### src/rtl/pipe_pkg.sv
// Shared types for the decode hazard controller: FSM states, register index width, tracker entry.
package pipe_pkg;

    localparam int REG_IDX_W = 5;

    typedef enum logic [1:0] {
        RUN   = 2'd0,
        STALL = 2'd1,
        FLUSH = 2'd2
    } ctrl_state_e;

    typedef struct packed {
        logic                 valid;
        logic [REG_IDX_W-1:0] dest;
        logic                 is_load;
    } track_entry_t;

endpackage

### src/rtl/decode_hazard_ctrl_if.sv
// ID-stage request and pipeline-control response bundle for decode_hazard_ctrl.
interface decode_hazard_ctrl_if;
    import pipe_pkg::*;

    logic                 id_valid;
    logic [REG_IDX_W-1:0] id_src1;
    logic [REG_IDX_W-1:0] id_src2;
    logic [REG_IDX_W-1:0] id_dest;
    logic                 id_writes;
    logic                 id_is_load;
    logic                 ex_mispredict;
    logic                 stall_if;
    logic                 stall_id;
    logic                 bubble_ex;
    logic                 flush_if;
    logic                 flush_id;
    logic [1:0]           ctrl_state;
    logic [15:0]          stall_cnt;

    modport master (
        output id_valid, id_src1, id_src2, id_dest, id_writes, id_is_load, ex_mispredict,
        input  stall_if, stall_id, bubble_ex, flush_if, flush_id, ctrl_state, stall_cnt
    );

    modport slave (
        input  id_valid, id_src1, id_src2, id_dest, id_writes, id_is_load, ex_mispredict,
        output stall_if, stall_id, bubble_ex, flush_if, flush_id, ctrl_state, stall_cnt
    );

endinterface

### src/rtl/hazard_tracker.sv
// In-flight destination tracker (EX, MEM, WB...) with source comparators producing the hazard flag.
// DECODE_HAZARD_FORWARD_EN: only a load sitting in EX can cause a hazard (load-use).
module hazard_tracker
    import pipe_pkg::*;
#(
    parameter int TRACK_DEPTH = 3
) (
    input  logic                 clk,
    input  logic                 rst,
    input  track_entry_t         i_entry,
    input  logic                 i_id_valid,
    input  logic [REG_IDX_W-1:0] i_src1,
    input  logic [REG_IDX_W-1:0] i_src2,
    output logic                 o_hazard
);

    track_entry_t r_entries [TRACK_DEPTH];
    logic         w_match;

    always_ff @(posedge clk or posedge rst) begin
        if (rst) begin
            for (int k = 0; k < TRACK_DEPTH; k++) begin
                r_entries[k] <= '0;
            end
        end else begin
            r_entries[0] <= i_entry;
            for (int k = 1; k < TRACK_DEPTH; k++) begin
                r_entries[k] <= r_entries[k-1];
            end
        end
    end

    always_comb begin
        w_match = 1'b0;
`ifdef DECODE_HAZARD_FORWARD_EN
        if (r_entries[0].valid && r_entries[0].is_load &&
            ((r_entries[0].dest == i_src1) || (r_entries[0].dest == i_src2))) begin
            w_match = 1'b1;
        end
`else
        for (int k = 0; k < TRACK_DEPTH; k++) begin
            if (r_entries[k].valid &&
                ((r_entries[k].dest == i_src1) || (r_entries[k].dest == i_src2))) begin
                w_match = 1'b1;
            end
        end
`endif
    end

    assign o_hazard = i_id_valid && w_match;

endmodule

### src/rtl/decode_hazard_ctrl.sv
// Decode hazard controller: RUN/STALL/FLUSH FSM, flush timer and saturating stall counter.
// Optional DECODE_HAZARD_FORWARD_EN narrows hazards to load-use (handled in hazard_tracker).
module decode_hazard_ctrl
    import pipe_pkg::*;
#(
    parameter int FLUSH_CYCLES = 2,
    parameter int TRACK_DEPTH  = 3
) (
    input  logic                 clk,
    input  logic                 rst,
    decode_hazard_ctrl_if.slave  hz_bus
);

    localparam logic [2:0] FLUSH_LOAD = 3'(FLUSH_CYCLES);

    ctrl_state_e  r_state;
    ctrl_state_e  w_next_state;
    logic [2:0]   r_flush_cnt;
    logic [2:0]   w_next_flush_cnt;
    logic [15:0]  r_stall_cnt;
    logic         w_hazard;
    logic         w_active;
    track_entry_t w_new_entry;

    assign w_active = (r_state == RUN) || (r_state == STALL);

    // Only an instruction that actually issues into EX this cycle is recorded as in flight.
    assign w_new_entry.valid   = (r_state == RUN) && !w_hazard && hz_bus.id_valid && hz_bus.id_writes;
    assign w_new_entry.dest    = hz_bus.id_dest;
    assign w_new_entry.is_load = hz_bus.id_is_load;

    hazard_tracker #(
        .TRACK_DEPTH (TRACK_DEPTH)
    ) u_tracker (
        .clk        (clk),
        .rst        (rst),
        .i_entry    (w_new_entry),
        .i_id_valid (hz_bus.id_valid),
        .i_src1     (hz_bus.id_src1),
        .i_src2     (hz_bus.id_src2),
        .o_hazard   (w_hazard)
    );

    always_ff @(posedge clk or posedge rst) begin
        if (rst) begin
            r_state     <= RUN;
            r_flush_cnt <= '0;
        end else begin
            r_state     <= w_next_state;
            r_flush_cnt <= w_next_flush_cnt;
        end
    end

    // A mispredict always wins; inside FLUSH it restarts the full flush window.
    always_comb begin
        w_next_state     = r_state;
        w_next_flush_cnt = r_flush_cnt;
        case (r_state)
            RUN, STALL: begin
                if (hz_bus.ex_mispredict) begin
                    w_next_state     = FLUSH;
                    w_next_flush_cnt = FLUSH_LOAD;
                end else if (w_hazard) begin
                    w_next_state = STALL;
                end else begin
                    w_next_state = RUN;
                end
            end
            FLUSH: begin
                if (hz_bus.ex_mispredict) begin
                    w_next_flush_cnt = FLUSH_LOAD;
                end else if (r_flush_cnt <= 3'd1) begin
                    w_next_state     = RUN;
                    w_next_flush_cnt = '0;
                end else begin
                    w_next_flush_cnt = r_flush_cnt - 3'd1;
                end
            end
            default: begin
                w_next_state     = RUN;
                w_next_flush_cnt = '0;
            end
        endcase
    end

    always_ff @(posedge clk or posedge rst) begin
        if (rst) begin
            r_stall_cnt <= '0;
        end else if ((r_state == STALL) && (r_stall_cnt != 16'hFFFF)) begin
            r_stall_cnt <= r_stall_cnt + 16'd1;
        end
    end

    assign hz_bus.stall_if   = w_active && w_hazard;
    assign hz_bus.stall_id   = w_active && w_hazard;
    assign hz_bus.bubble_ex  = w_active && w_hazard;
    assign hz_bus.flush_if   = (r_state == FLUSH);
    assign hz_bus.flush_id   = (r_state == FLUSH);
    assign hz_bus.ctrl_state = r_state;
    assign hz_bus.stall_cnt  = r_stall_cnt;

endmodule

### src/flat_wrapper.sv
// flat-port wrapper written by rule: the top's interface ports become plain ports
module decode_hazard_ctrl_flat import pipe_pkg::*;
#(
    parameter int FLUSH_CYCLES = 2,
    parameter int TRACK_DEPTH  = 3
)
  (clk, rst, hz_bus_id_valid, hz_bus_id_src1, hz_bus_id_src2, hz_bus_id_dest, hz_bus_id_writes, hz_bus_id_is_load, hz_bus_ex_mispredict, hz_bus_stall_if, hz_bus_stall_id, hz_bus_bubble_ex, hz_bus_flush_if, hz_bus_flush_id, hz_bus_ctrl_state, hz_bus_stall_cnt);
  decode_hazard_ctrl_if hz_bus_i ();
  input  logic clk;
  input  logic rst;
  input wire logic [$bits(hz_bus_i.id_valid)-1:0] hz_bus_id_valid;
  input wire logic [$bits(hz_bus_i.id_src1)-1:0] hz_bus_id_src1;
  input wire logic [$bits(hz_bus_i.id_src2)-1:0] hz_bus_id_src2;
  input wire logic [$bits(hz_bus_i.id_dest)-1:0] hz_bus_id_dest;
  input wire logic [$bits(hz_bus_i.id_writes)-1:0] hz_bus_id_writes;
  input wire logic [$bits(hz_bus_i.id_is_load)-1:0] hz_bus_id_is_load;
  input wire logic [$bits(hz_bus_i.ex_mispredict)-1:0] hz_bus_ex_mispredict;
  output wire logic [$bits(hz_bus_i.stall_if)-1:0] hz_bus_stall_if;
  output wire logic [$bits(hz_bus_i.stall_id)-1:0] hz_bus_stall_id;
  output wire logic [$bits(hz_bus_i.bubble_ex)-1:0] hz_bus_bubble_ex;
  output wire logic [$bits(hz_bus_i.flush_if)-1:0] hz_bus_flush_if;
  output wire logic [$bits(hz_bus_i.flush_id)-1:0] hz_bus_flush_id;
  output wire logic [$bits(hz_bus_i.ctrl_state)-1:0] hz_bus_ctrl_state;
  output wire logic [$bits(hz_bus_i.stall_cnt)-1:0] hz_bus_stall_cnt;
  assign hz_bus_i.id_valid = hz_bus_id_valid;
  assign hz_bus_i.id_src1 = hz_bus_id_src1;
  assign hz_bus_i.id_src2 = hz_bus_id_src2;
  assign hz_bus_i.id_dest = hz_bus_id_dest;
  assign hz_bus_i.id_writes = hz_bus_id_writes;
  assign hz_bus_i.id_is_load = hz_bus_id_is_load;
  assign hz_bus_i.ex_mispredict = hz_bus_ex_mispredict;
  assign hz_bus_stall_if = hz_bus_i.stall_if;
  assign hz_bus_stall_id = hz_bus_i.stall_id;
  assign hz_bus_bubble_ex = hz_bus_i.bubble_ex;
  assign hz_bus_flush_if = hz_bus_i.flush_if;
  assign hz_bus_flush_id = hz_bus_i.flush_id;
  assign hz_bus_ctrl_state = hz_bus_i.ctrl_state;
  assign hz_bus_stall_cnt = hz_bus_i.stall_cnt;
  decode_hazard_ctrl #(.FLUSH_CYCLES(FLUSH_CYCLES), .TRACK_DEPTH(TRACK_DEPTH)) u_core (.clk(clk), .rst(rst), .hz_bus(hz_bus_i));
endmodule
### config.mk
export PLATFORM = sky130hd
export DESIGN_NAME = decode_hazard_ctrl_flat
export DESIGN_NICKNAME = d
export VERILOG_FILES = /design/src/rtl/pipe_pkg.sv /design/src/rtl/decode_hazard_ctrl_if.sv /design/src/rtl/hazard_tracker.sv /design/src/rtl/decode_hazard_ctrl.sv /design/src/flat_wrapper.sv
export SDC_FILE = /design/constraint.sdc
export NUM_CORES = 1
export LEC_CHECK = 0
export ABC_AREA = 1
export BUFFER_PORTS_ARGS = -buffer_cell sky130_fd_sc_hd__buf_2
export CAP_MARGIN = 20
export CORE_MARGIN = 4
export CORE_UTILIZATION = 35
export DETAILED_ROUTE_END_ITERATION = 10
export PLACE_DENSITY = 0.59
export SLEW_MARGIN = 20
export SYNTH_ARGS = -nofsm -noshare
export SYNTH_HDL_FRONTEND = slang
export SYNTH_SLANG_ARGS = --single-unit
### constraint.sdc
create_clock -name clk -period 2.4 [get_ports clk]
set_input_delay 0.24 -clock clk [delete_from_list [all_inputs] [get_ports clk]]
set_output_delay 0.24 -clock clk [all_outputs]
set_load 0.02 [all_outputs]
After elaboration in Yosys (flattened, before gate mapping):

Cells that the tools add are included.

* add/sub/neg operators: 2
* magnitude comparators: 1
* equal/unequal tests: 12
* muxes and demuxes: 12
* reductions and logical operators: 17

Operator list (count)
* 5-bit equality test: 6
* 16-bit by 1-bit adder with 16-bit output, second input constant: 1
* 16-bit inequality test, second input constant: 1
* 1-bit logical AND: 9
* 3-bit 2-to-1 mux: 3
* 2-bit 2-to-1 mux: 3
* 3-bit case mux with 2 select lines: 1
* 1-bit logical OR: 4
* 1-bit 2-to-1 mux: 4
* 2-bit inequality test, second input constant: 2
* 2-bit case mux with 2 select lines: 1
* 3-bit by 1-bit <= comparator with 1-bit output, second input constant: 1
* 3-bit by 1-bit subtractor with 3-bit output, second input constant: 1
* 2-bit by 1-bit equality test with 1-bit output, second input constant: 1
* 2-bit equality test, second input constant: 1
* 2-bit logical NOT: 1
* 2-bit by 1-bit inequality test with 1-bit output, second input constant: 1
* 2-bit AND reduction: 1
* 2-bit OR reduction: 1
* 1-bit logical NOT: 1

* bits in registers: 39
* input bits: 21
* output and inout port bits: 23

Logic depth before layout (Yosys ltp):

* word-level depth: 11
* depth in mapped cells: 11
* mapped depth without buffers: 10

By module:

From an unflattened synthesis, not the netlist that was laid out.

* cell total of the unflattened synthesis: 339
* area, all modules: 2327.2 um^2

By module, submodules not included
* decode_hazard_ctrl: instances 1, cells each 194, area each 1348.8 um^2
* hazard_tracker: instances 1, cells each 145, area each 978.4 um^2

Worst setup path after synthesis:

OpenSTA, ideal clock, no wires.

* kind: register to output
* start: register u_core.u_tracker.r_entries[18] in the netlist's numbering
* end: output port hz_bus_stall_id
* data arrival time: 1.492 ns
* data required time: 2.160 ns
* path slack: 0.668 ns
* stages on the path, launching flop included: 10
* buffers on the path: 1
* cells stage by stage: dfrtp_1 -> xor2_1 -> nor2_1 -> nand3_1 -> nand2_1 -> nand2_1 -> nand3_1 -> nand2_1 -> nor2_1 -> buf_4

* word-level cells in the longest chain between the ends: 8

Ends and longest elaborated chain
* start, declared: RTL line hazard_tracker.sv:17 `track_entry_t r_entries [TRACK_DEPTH];`
* start signal, assigned by index: RTL line hazard_tracker.sv:28 `r_entries[k] <= r_entries[k-1];`
* 5-bit equality test: RTL line hazard_tracker.sv:43 `((r_entries[k].dest == i_src1) || (r_entries[k].dest == i_src2))) begin`
* 1-bit logical OR (*): RTL line hazard_tracker.sv:43
* 1-bit logical AND (*): RTL line hazard_tracker.sv:42 `if (r_entries[k].valid &&`
* 1-bit 2-to-1 mux (*) (3 in series): RTL line hazard_tracker.sv:42
* 1-bit logical AND (*): RTL line hazard_tracker.sv:50 `assign o_hazard = i_id_valid && w_match;`
* 1-bit logical AND (*)
* end, declared: RTL line flat_wrapper.sv:19 `output wire logic [$bits(hz_bus_i.stall_id)-1:0] hz_bus_stall_id;`

Mark *: on every way between the ends. The rest lies on a longest branch, timed or not.

Worst setup path in the final report:

* start: register u_core.u_tracker.r_entries[15] in the netlist's numbering
* end: output port hz_bus_bubble_ex

* word-level cells in the longest chain between the ends: 8

Ends and longest elaborated chain
* 5-bit equality test: RTL line hazard_tracker.sv:43
* 1-bit logical OR (*): RTL line hazard_tracker.sv:43
* 1-bit logical AND (*): RTL line hazard_tracker.sv:42
* 1-bit 2-to-1 mux (*) (3 in series): RTL line hazard_tracker.sv:42
* 1-bit logical AND (*): RTL line hazard_tracker.sv:50
* 1-bit logical AND (*): RTL line decode_hazard_ctrl.sv:96 `assign hz_bus.bubble_ex = w_active && w_hazard;`
* end, declared: RTL line flat_wrapper.sv:20 `output wire logic [$bits(hz_bus_i.bubble_ex)-1:0] hz_bus_bubble_ex;`

Marks and branches as above.

==> impl_results.md <==
- Status: finished, final reports clean
- Fin crit share: between 80% and 90%
- CTS Buffer Depth: 2
- Inst Count DP: between 400 and 500
- IO Count: 44
- Syn Area/Cell: about 7.5 um^2
- Root Buffer: clkbuf_8
- Die Width: 87.6 um
- Crit path kind: reg2out
- First-pass GRT wire length: between 8000 and 9000 um
- Final worst setup slack: roughly 0.48 ns
- Fmax: 520 MHz
- Total number of vias: 1,901
- Worst Path Required: between 2 and 2.5 ns
- Pwr/cell area: about 600 nW/um^2
- Largest net degree at the start of global routing: 40
- Final Util: roughly 43%
- Crit Path Max Fanout: 4
- Largest cells by area after synthesis: dfrtp_1, nand2_1, inv_1
- Port Buffers: 42
- TritonCTS buffer count: 5
- YS warnings: 0
- Diode count: 0
- # resized after CTS: 0
- Final Slew Violations: 0
- Area Overhead vs Synth: 16.2%
- Peak supply drop: 269 uV
- Setup TNS: 0 ns
- Worst EP arrival: ~1.7 ns
- Measured slew at the worst slew-check pin: just over 0.5 ns
- Synth Net Count: 321
- Seq/Total Area, Yosys: a little over two fifths
- Finished Layout Cells: between 400 and 500
- Placement Setup Slack: approximately 0.63 ns
- Starting Density: a little under two fifths
- Die Y-Extent: 87.6 um
- Endpoints failing setup: 0
- Site Rows: 28
- RSZ-0062 raised after global routing: false
- CTS tree: built
- ANT nets after route: 0
- Post-DP HPWL: 3670 um
- Hold Buf Count CTS: 0
- Layout cell share with drive strength beyond 1: approximately a fifth
- Clock sink total: 39
- Die ar.: 7680 um^2
- Count of cell types in the netlist: 26
- Global route overflow: 0
- H-tree Lvls: 2
- Critical-path cell list: xor2_1 -> nor2_1 -> nand3_1 -> nand2_1 -> nand2_1 -> nand3_1 -> nand2_1 -> nor2_1 -> buf_2
- Total Routing Usage GR: 13.9%
- Synth top area share: between 40 and 50%
- Seq cells post-synth: 39
- # nets final: 366
- Clk_skew: approximately 0.0089 ns
- CP endpoint kind: output pin
- Max-Cap Viols: 0
- WL final: between 4000 and 5000 um
- Via density: between 4 and 5
- DRT Pass-1 Iters: 4
- Final hold violations: 0
- Largest stage delay on the critical path: roughly 0.42 ns
- Gpl congestion: approximately 0.8
- CP Buf/Inv Count: 1
- Post-synthesis cell count: between 200 and 300
- Pleak: ~1.4 nW
- Post-CTS setup buffer count: 0
- Worst min path class: in2reg
- Fin crit period: around 1.9 ns
- Per-cell routed wire length: between 10 and 15 um
- Synth area leader: dfrtp_1
- CP max-delay cell: dfrtp_1
- Worst skew pair latency: ~0.29 ns
- DRT iter0 DRCs: 30
- Reg clk slew, reported paths: around 0.08 ns
- Core Box Area: about 6000 um^2
- CP most frequent cell: nand2_1
- Setup crit start kind: register
- Slew headroom: between 60 and 70%
- Vias in the first global route: between 1,500 and 2,000
- # DRC: 0
- CP delay by family, top: simple AND/OR/NAND/NOR gates
- Synthesized cell area: ~2200 um^2
- Initial antenna violation count: 0
- Fill count: between 600 and 700
[worst paths after layout]
path                                           startpoint                             end  slack (ns)  cells after the start
hold / removal                          hz_bus_id_dest[2]  u_core.u_tracker.r_entries[17]        0.05                      1
setup / recovery           u_core.u_tracker.r_entries[15]                hz_bus_bubble_ex        0.48                      9
min in group asynchronous                             rst      u_core.hz_bus.stall_cnt[9]        0.06                      3
max in group asynchronous                             rst     u_core.hz_bus.stall_cnt[11]        1.99                      3
setup reg to reg               u_core.hz_bus.stall_cnt[0]     u_core.hz_bus.stall_cnt[12]        0.65                      9
hold reg to reg            u_core.u_tracker.r_entries[13]   u_core.u_tracker.r_entries[6]        0.38                      0
[cells in the mapped netlist]
cell / number
xnor2_1: 10
o21bai_1: 1
nor2_1: 31
inv_1: 43
nor3_2: 1
o21ai_1: 1
nand3b_1: 1
xor2_1: 11
a21oi_1: 3
nand2_1: 101
nand3_1: 16
ha_1: 3
and2_4: 1
nand4_1: 5
dfrtp_1: 39
nand2_4: 1
o21ai_2: 4
inv_4: 1
nor3_1: 2
nor4_2: 1
inv_2: 2
buf_4: 4
nand3_2: 1
nand2_2: 1
o21ai_0: 12
buf_6: 1
[cells by family after synthesis]
family / after synthesis / synth area share [%]
compound gates: 21 / 5.52
xor+xnor: 21 / 8.29
fa+ha+maj: 3 / 1.69
buf+inv: 51 / 9.75
flops: 39 / 44.0
simple gates: 162 / 30.8
[cells in the final DEF (no fill, tap or decap), types with 4 or more instances in the layout]
master,count
nand2_1,101
inv_1,43
buf_2,42
dfrtp_1,39
nor2_1,31
nand3_1,16
o21ai_0,12
xor2_1,11
xnor2_1,10
nand4_1,5
clkbuf_8,5
o21ai_2,4
[metrics by stage]
stage | power [mW] | hold slack, ns | instance area, um^2
floorplan | 1.02 | 0.271 | 2220
global placement | 1.11 | 0.349 | 2490
detailed placement | 1.11 | 0.351 | 2490
CTS | 1.58 | 0.0403 | 2580
global route | 1.67 | 0.0310 | 2580
finish | 1.54 | 0.0517 | 2580
[sequential cells by signal, summed over array words and instances, names as in the netlist]
register and count:
u_core.hz_bus.stall_cnt 16, u_core.r_flush_cnt 3, u_core.u_tracker.r_entries 18, u_core.hz_bus.ctrl_state 2
[metal layers]
metal,global-route usage (%),share of wire (%),wire (um),up-vias
li1,-,-,-,991
met3,3.48,4.3,206,6
met1,18.3,47,2240,874
met4,3.35,1.0,48,0
met5,0,0,0,-
met2,23.2,48,2290,30
[final cells by class]
cell class              instances  area, um^2  area share, %
repair buffers                 43         218           8.44
multi-input cells             207        1030           39.8
flip-flops and latches         39         976           37.8
well taps                      75        93.8           3.64
inverters                      46         175           6.79
clock buffers                   5        68.8           2.67
clock inverters                 3        20.0          0.776
[report_power, final]
part	internal [mW]	total (mW)	switching, mW	leakage (nW)
Sequential	0.715	0.765	0.0500	0.502
Combinational	0.120	0.329	0.209	0.847
Clock	0.202	0.448	0.245	0.0402
(Power assumes the default switching activity.)
